$ cat src/rtl/prog_load_ctrl.sv
// rtl/prog_load_ctrl.sv - program loader: RAM clear/load, CPU hold and timed run control
module prog_load_ctrl #(
    parameter int DATA_W   = 8,
    parameter int ADDR_W   = 4,
    parameter int CYC_W    = 16,
    parameter int HOLD_CYC = 2
) (
    input  logic              clk,
    input  logic              reset,
    input  logic              cmd_valid,
    output logic              cmd_ready,
    input  logic [1:0]        cmd_op,
    input  logic [ADDR_W-1:0] cmd_start,
    input  logic [ADDR_W:0]   cmd_count,
    input  logic [CYC_W-1:0]  cmd_max_cycles,
    input  logic              data_valid,
    input  logic [DATA_W-1:0] data_in,
    output logic              data_ready,
    output logic              ram_we,
    output logic [ADDR_W-1:0] ram_addr,
    output logic [DATA_W-1:0] ram_wdata,
    output logic              cpu_hold,
    input  logic              cpu_halt,
    output logic              busy,
    output logic              done,
    output logic [1:0]        status,
    output logic [CYC_W-1:0]  cycles
);

    typedef enum logic [2:0] {
        S_IDLE, S_CLEAR, S_LOAD, S_HOLD, S_RUN, S_DONE
    } state_t;

    localparam logic [1:0] OP_CLEAR   = 2'b00;
    localparam logic [1:0] OP_LOAD    = 2'b01;
    localparam logic [1:0] OP_RUN     = 2'b10;
    localparam logic [1:0] ST_OK      = 2'b00;
    localparam logic [1:0] ST_TIMEOUT = 2'b01;
    localparam logic [1:0] ST_OOB     = 2'b10;

    // HOLD always lasts at least one cycle, even for HOLD_CYC of 0 or 1
    localparam int HOLD_W = (HOLD_CYC > 1) ? $clog2(HOLD_CYC) : 1;
    localparam logic [HOLD_W-1:0] HOLD_LAST = (HOLD_CYC > 1) ? HOLD_W'(HOLD_CYC - 1) : '0;

    state_t              state;
    state_t              next_state;
    logic [ADDR_W-1:0]   start_q;
    logic [ADDR_W:0]     count_q;
    logic [CYC_W-1:0]    max_q;
    logic [ADDR_W:0]     idx;
    logic [HOLD_W-1:0]   hold_cnt;

    // One extra address bit exposes addresses past the end of RAM instead of wrapping
    logic [ADDR_W:0]     wide_addr;
    logic                in_bounds;
    logic                last_idx;
    logic                step;
    logic [CYC_W-1:0]    cyc_next;
    logic                limit_now;
    logic                limit_next;

    assign wide_addr  = {1'b0, start_q} + idx;
    assign in_bounds  = ~wide_addr[ADDR_W];
    assign last_idx   = (idx == count_q - 1'b1);
    assign step       = (state == S_CLEAR) || ((state == S_LOAD) && data_valid);
    assign cyc_next   = cycles + 1'b1;
    assign limit_now  = (cycles >= max_q);
    assign limit_next = (cyc_next == max_q);

    // Next-state decode and the combinational RAM write / handshake outputs
    always_comb begin
        next_state = state;
        cmd_ready  = 1'b0;
        data_ready = 1'b0;
        ram_we     = 1'b0;
        ram_addr   = '0;
        ram_wdata  = '0;
        busy       = (state != S_IDLE);
        done       = (state == S_DONE);
        case (state)
            S_IDLE: begin
                cmd_ready = 1'b1;
                if (cmd_valid) begin
                    case (cmd_op)
                        OP_CLEAR: next_state = (cmd_count == '0) ? S_DONE : S_CLEAR;
                        OP_LOAD:  next_state = (cmd_count == '0) ? S_DONE : S_LOAD;
                        OP_RUN:   next_state = S_HOLD;
                        default:  next_state = S_DONE;
                    endcase
                end
            end
            S_CLEAR: begin
                ram_we   = in_bounds;
                ram_addr = wide_addr[ADDR_W-1:0];
                if (last_idx) next_state = S_DONE;
            end
            S_LOAD: begin
                data_ready = 1'b1;
                ram_we     = data_valid && in_bounds;
                ram_addr   = wide_addr[ADDR_W-1:0];
                ram_wdata  = data_in;
                if (data_valid && last_idx) next_state = S_DONE;
            end
            S_HOLD: begin
                if (hold_cnt == HOLD_LAST) next_state = S_RUN;
            end
            S_RUN: begin
                // halt is checked first so it beats a simultaneous timeout
                if (cpu_halt || limit_now || limit_next) next_state = S_DONE;
            end
            S_DONE:  next_state = S_IDLE;
            default: next_state = S_IDLE;
        endcase
        // nothing may reach the RAM or the data stream while reset is asserted
        if (!reset) begin
            ram_we     = 1'b0;
            data_ready = 1'b0;
            ram_addr   = '0;
            ram_wdata  = '0;
        end
    end

    // State register, command capture, progress counters and result registers
    always_ff @(posedge clk) begin
        if (!reset) begin
            state    <= S_IDLE;
            start_q  <= '0;
            count_q  <= '0;
            max_q    <= '0;
            idx      <= '0;
            hold_cnt <= '0;
            status   <= ST_OK;
            cycles   <= '0;
            cpu_hold <= 1'b1;
        end else begin
            state <= next_state;
            case (state)
                S_IDLE: begin
                    if (cmd_valid) begin
                        start_q  <= cmd_start;
                        count_q  <= cmd_count;
                        max_q    <= cmd_max_cycles;
                        idx      <= '0;
                        hold_cnt <= '0;
                        status   <= ST_OK;
                        if (cmd_op == OP_RUN) begin
                            cycles   <= '0;
                            cpu_hold <= 1'b1;
                        end
                    end
                end
                S_CLEAR, S_LOAD: begin
                    if (step) begin
                        idx <= idx + 1'b1;
                        if (!in_bounds) status <= ST_OOB;
                    end
                end
                S_HOLD: begin
                    hold_cnt <= hold_cnt + 1'b1;
                    if (next_state == S_RUN) cpu_hold <= 1'b0;
                end
                S_RUN: begin
                    if (!cpu_halt) begin
                        if (limit_now) begin
                            status   <= ST_TIMEOUT;
                            cpu_hold <= 1'b1;
                        end else begin
                            cycles <= cyc_next;
                            if (limit_next) begin
                                status   <= ST_TIMEOUT;
                                cpu_hold <= 1'b1;
                            end
                        end
                    end
                end
                default: ;
            endcase
        end
    end

endmodule

$ cat config.mk
export PLATFORM = sky130hd
export DESIGN_NAME = prog_load_ctrl
export DESIGN_NICKNAME = d
export VERILOG_FILES = /design/src/rtl/prog_load_ctrl.sv
export SDC_FILE = /design/constraint.sdc
export NUM_CORES = 1
export LEC_CHECK = 0
export CAP_MARGIN = 20
export CORE_MARGIN = 5
export CORE_UTILIZATION = 24
export CTS_CLUSTER_DIAMETER = 80
export DETAILED_ROUTE_END_ITERATION = 7
export DONT_BUFFER_PORTS = 1
export PLACE_DENSITY = 0.44
export SLEW_MARGIN = 20
export SYNTH_ARGS = -nofsm -noshare
export SYNTH_HDL_FRONTEND = slang
export SYNTH_SLANG_ARGS = --single-unit
$ cat constraint.sdc
create_clock -name clk -period 5.3 [get_ports clk]
set_input_delay 1.325 -clock clk [delete_from_list [all_inputs] [get_ports clk]]
set_output_delay 1.325 -clock clk [all_outputs]
set_load 0.01 [all_outputs]
==> results by group <==
Clock network
  – Root Driver: clkbuf_16
  – Clock buffer depth: 2
  – Clock Sinks: 53
  – Hold_buf cts: 0
  – Clock slew at reported path FFs: ~70 ps
  – # resized after CTS: 0
  – CTS tree: yes
  – Worst-Skew Late Latency: 300 ps
  – CTS Buf Count: 5
  – Post-CTS Setup Inserts: 0
  – Htree depth: 2

Yosys
  – Asr flop ratio synth: 0
  – Synth Cell Area: 3750 µm²
  – #FFs+latches synth: 53
  – Number of flops mapped to enable cells by yosys: 0
  – Mapped Cells: about 500
  – Ys flop type: dfxtp_1
  – Synth warnings: 0
  – Sequential-to-total area share from yosys stat: 0.283
  – Syn avg cell area: 7.56 µm²
  – Synth cell types: 59
  – Mapped Nets: 560

Worst hold path
  – Hold Crit Class: flop to flop
  – Worst Hold Depth: 2

Finish
  – Layout cells sized above 1: 0.0438
  – Commonest non-fill, non-tap cell in the layout: nand2_1
  – # diodes: 0
  – Fin nets: 542
  – Layout area overhead: 7.71%
  – Cell Count, Final, Fillers Out: 690
  – Final Cell Area: 4040 µm²
  – Commonest cells after routing, fill and taps aside: 91 x nand2_1, 53 x dfxtp_1, 37 x nor2_1
  – Final Util: 0.265

Floorplan
  – Row cnt: 45
  – Overall die width: 135 µm
  – Chip Height: 135 µm
  – # IOs: 76
  – Starting Density: 0.246
  – Die ar.: 18200 µm²
  – Core region area: 15300 µm²

Critical path
  – Worst setup SP type: input port
  – Worst Path Arrival: 2510 ps
  – WS Path Type: input port to output port
  – Worst endpoint required time: 3970 ps
  – Worst R2R Path Depth: 7
  – Worst Setup End Kind: output port
  – Crit-path max FO: 57

Pwr
  – Psw: 311 µW
  – Sw Share: 0.317
  – Leak pwr: 0.00145 µW
  – Sequential share of power: 0.462
  – Pwr dens: ~240 nW/µm²
  – Comb power frac: 0.197
  – Clock power share: 0.341
  – Peak supply drop: around 0.00013 V
  – Internal power: 671 µW

Routing
  – Drt wl/cell: 15.5 µm
  – Via count: 3326
  – Via density per instance: 4.82
  – Starting DRT DRC Count: 150
  – DRC: 0
  – Detail Route Antenna Nets: 0
  – Final wirelength: 10700 µm
  – DR pass1 iterations: 4

Global routing
  – Largest net degree at the start of global routing: 58
  – Vias in the first global route: 3154
  – Global route overflow: 0
  – Antenna violations before repair: 0
  – First-pass GRT wire length: 17100 µm
  – Gr usage total: 0.115

STA
  – Fmax achieved: 0.261 GHz
  – Final Max Tran Viols: 0
  – Hold Vio Cnt, Final: 0
  – Worst slew pin tran: between 900 and 1000 ps
  – Final Setup Violations: 0
  – Final period utilization: 0.723
  – Fin Setup TNS: 0 ps
  – Max_slew headroom: 0.332
  – Min Tclk post-route: 3830 ps
  – RSZ-0062 raised after global routing: no
  – Clk_skew: 4.89 ps

Placement
  – Final GP Congestion: 0.837
  – IO buf count: 0
  – Placed Cells: 682
  – Dpl hpwl: between 8000 and 9000 µm
  – Cell Area, Placed: 3890 µm²

Status
  – Status: complete, no violations

Flow run
  – Max_cap viols: 0
[layout make-up]
class	count	area (µm²)
fill	1706	11200
multi-input combinational	393	2470
sequential	53	1060
tap	211	264
clock buffer	5	125
inverter	24	90.1
clock inverter	3	21.3
timing repair buffer	1	7.51
[through the flow]
stage	setup WS [ps]	total power, µW	hold slack [ps]
floorplan	1680	613	447
global placement	1520	655	472
detailed placement	1460	657	471
CTS	1450	1000	484
global route	1340	1040	512
finish	1470	982	476
[worst max-delay path, stage by stage]
cell,delay (ps)
nand2_1,120
nor3b_1,760
and2_1,300
[cell families after synthesis]
| group | share of synthesized area |
|---|---|
| fa+ha+maj | 0.0821 |
| simple gates | 0.284 |
| compound gates | 0.209 |
| xor+xnor | 0.0724 |
| mux | 0.0107 |
| flops | 0.283 |
| buf+inv | 0.0584 |
[power groups by stage]
stage | registers [µW] | logic [µW] | clock network (µW)
floorplan | 446 | 167 | 0
finish | 454 | 193 | 334
global route | 458 | 220 | 364
detailed placement | 463 | 195 | 0
CTS | 453 | 196 | 352
global placement | 462 | 193 | 0
[Yosys cell counts, types with 5 or more instances]
master / count / area [µm²]
xnor2_1: 21 / 184
and2_1: 14 / 87.6
nand2_1: 91 / 342
nand3_1: 13 / 65.1
nor2_1: 37 / 139
clkbuf_1: 20 / 75.1
and3_1: 5 / 31.3
a31oi_1: 6 / 37.5
nor2b_1: 7 / 43.8
inv_1: 24 / 90.1
a21boi_0: 26 / 195
xor2_1: 10 / 87.6
nor3_1: 16 / 80.1
ha_1: 23 / 288
o21ai_0: 26 / 130
nand4_1: 10 / 62.6
a21oi_1: 22 / 110
dfxtp_1: 53 / 1060
[worst paths after layout]
kind / start / end / slack, ps
hold reg to reg: start_q[3] / start_q[3] / 480
setup / recovery: reset / ram_wdata[7] / 1470
setup reg to reg: cycles[12] / cycles[5] / 2160
hold / removal: start_q[3] / start_q[3] / 480
[state kept, by name (all words and copies together), names as in the netlist]
signal and cells:
cycles 16, max_q 16, count_q 5, idx 5, start_q 4, state 3, status 2, cpu_hold 1
hold_cnt 1
[layer usage]
metal	global-route usage	vias up	share of wire
li1	-	1697	-
met1	0.150	1533	0.47
met2	0.185	84	0.46
met3	0.0298	12	0.055
met4	0.0386	0	0.020
met5	0	-	0
Power figures use the tool's default switching activity.
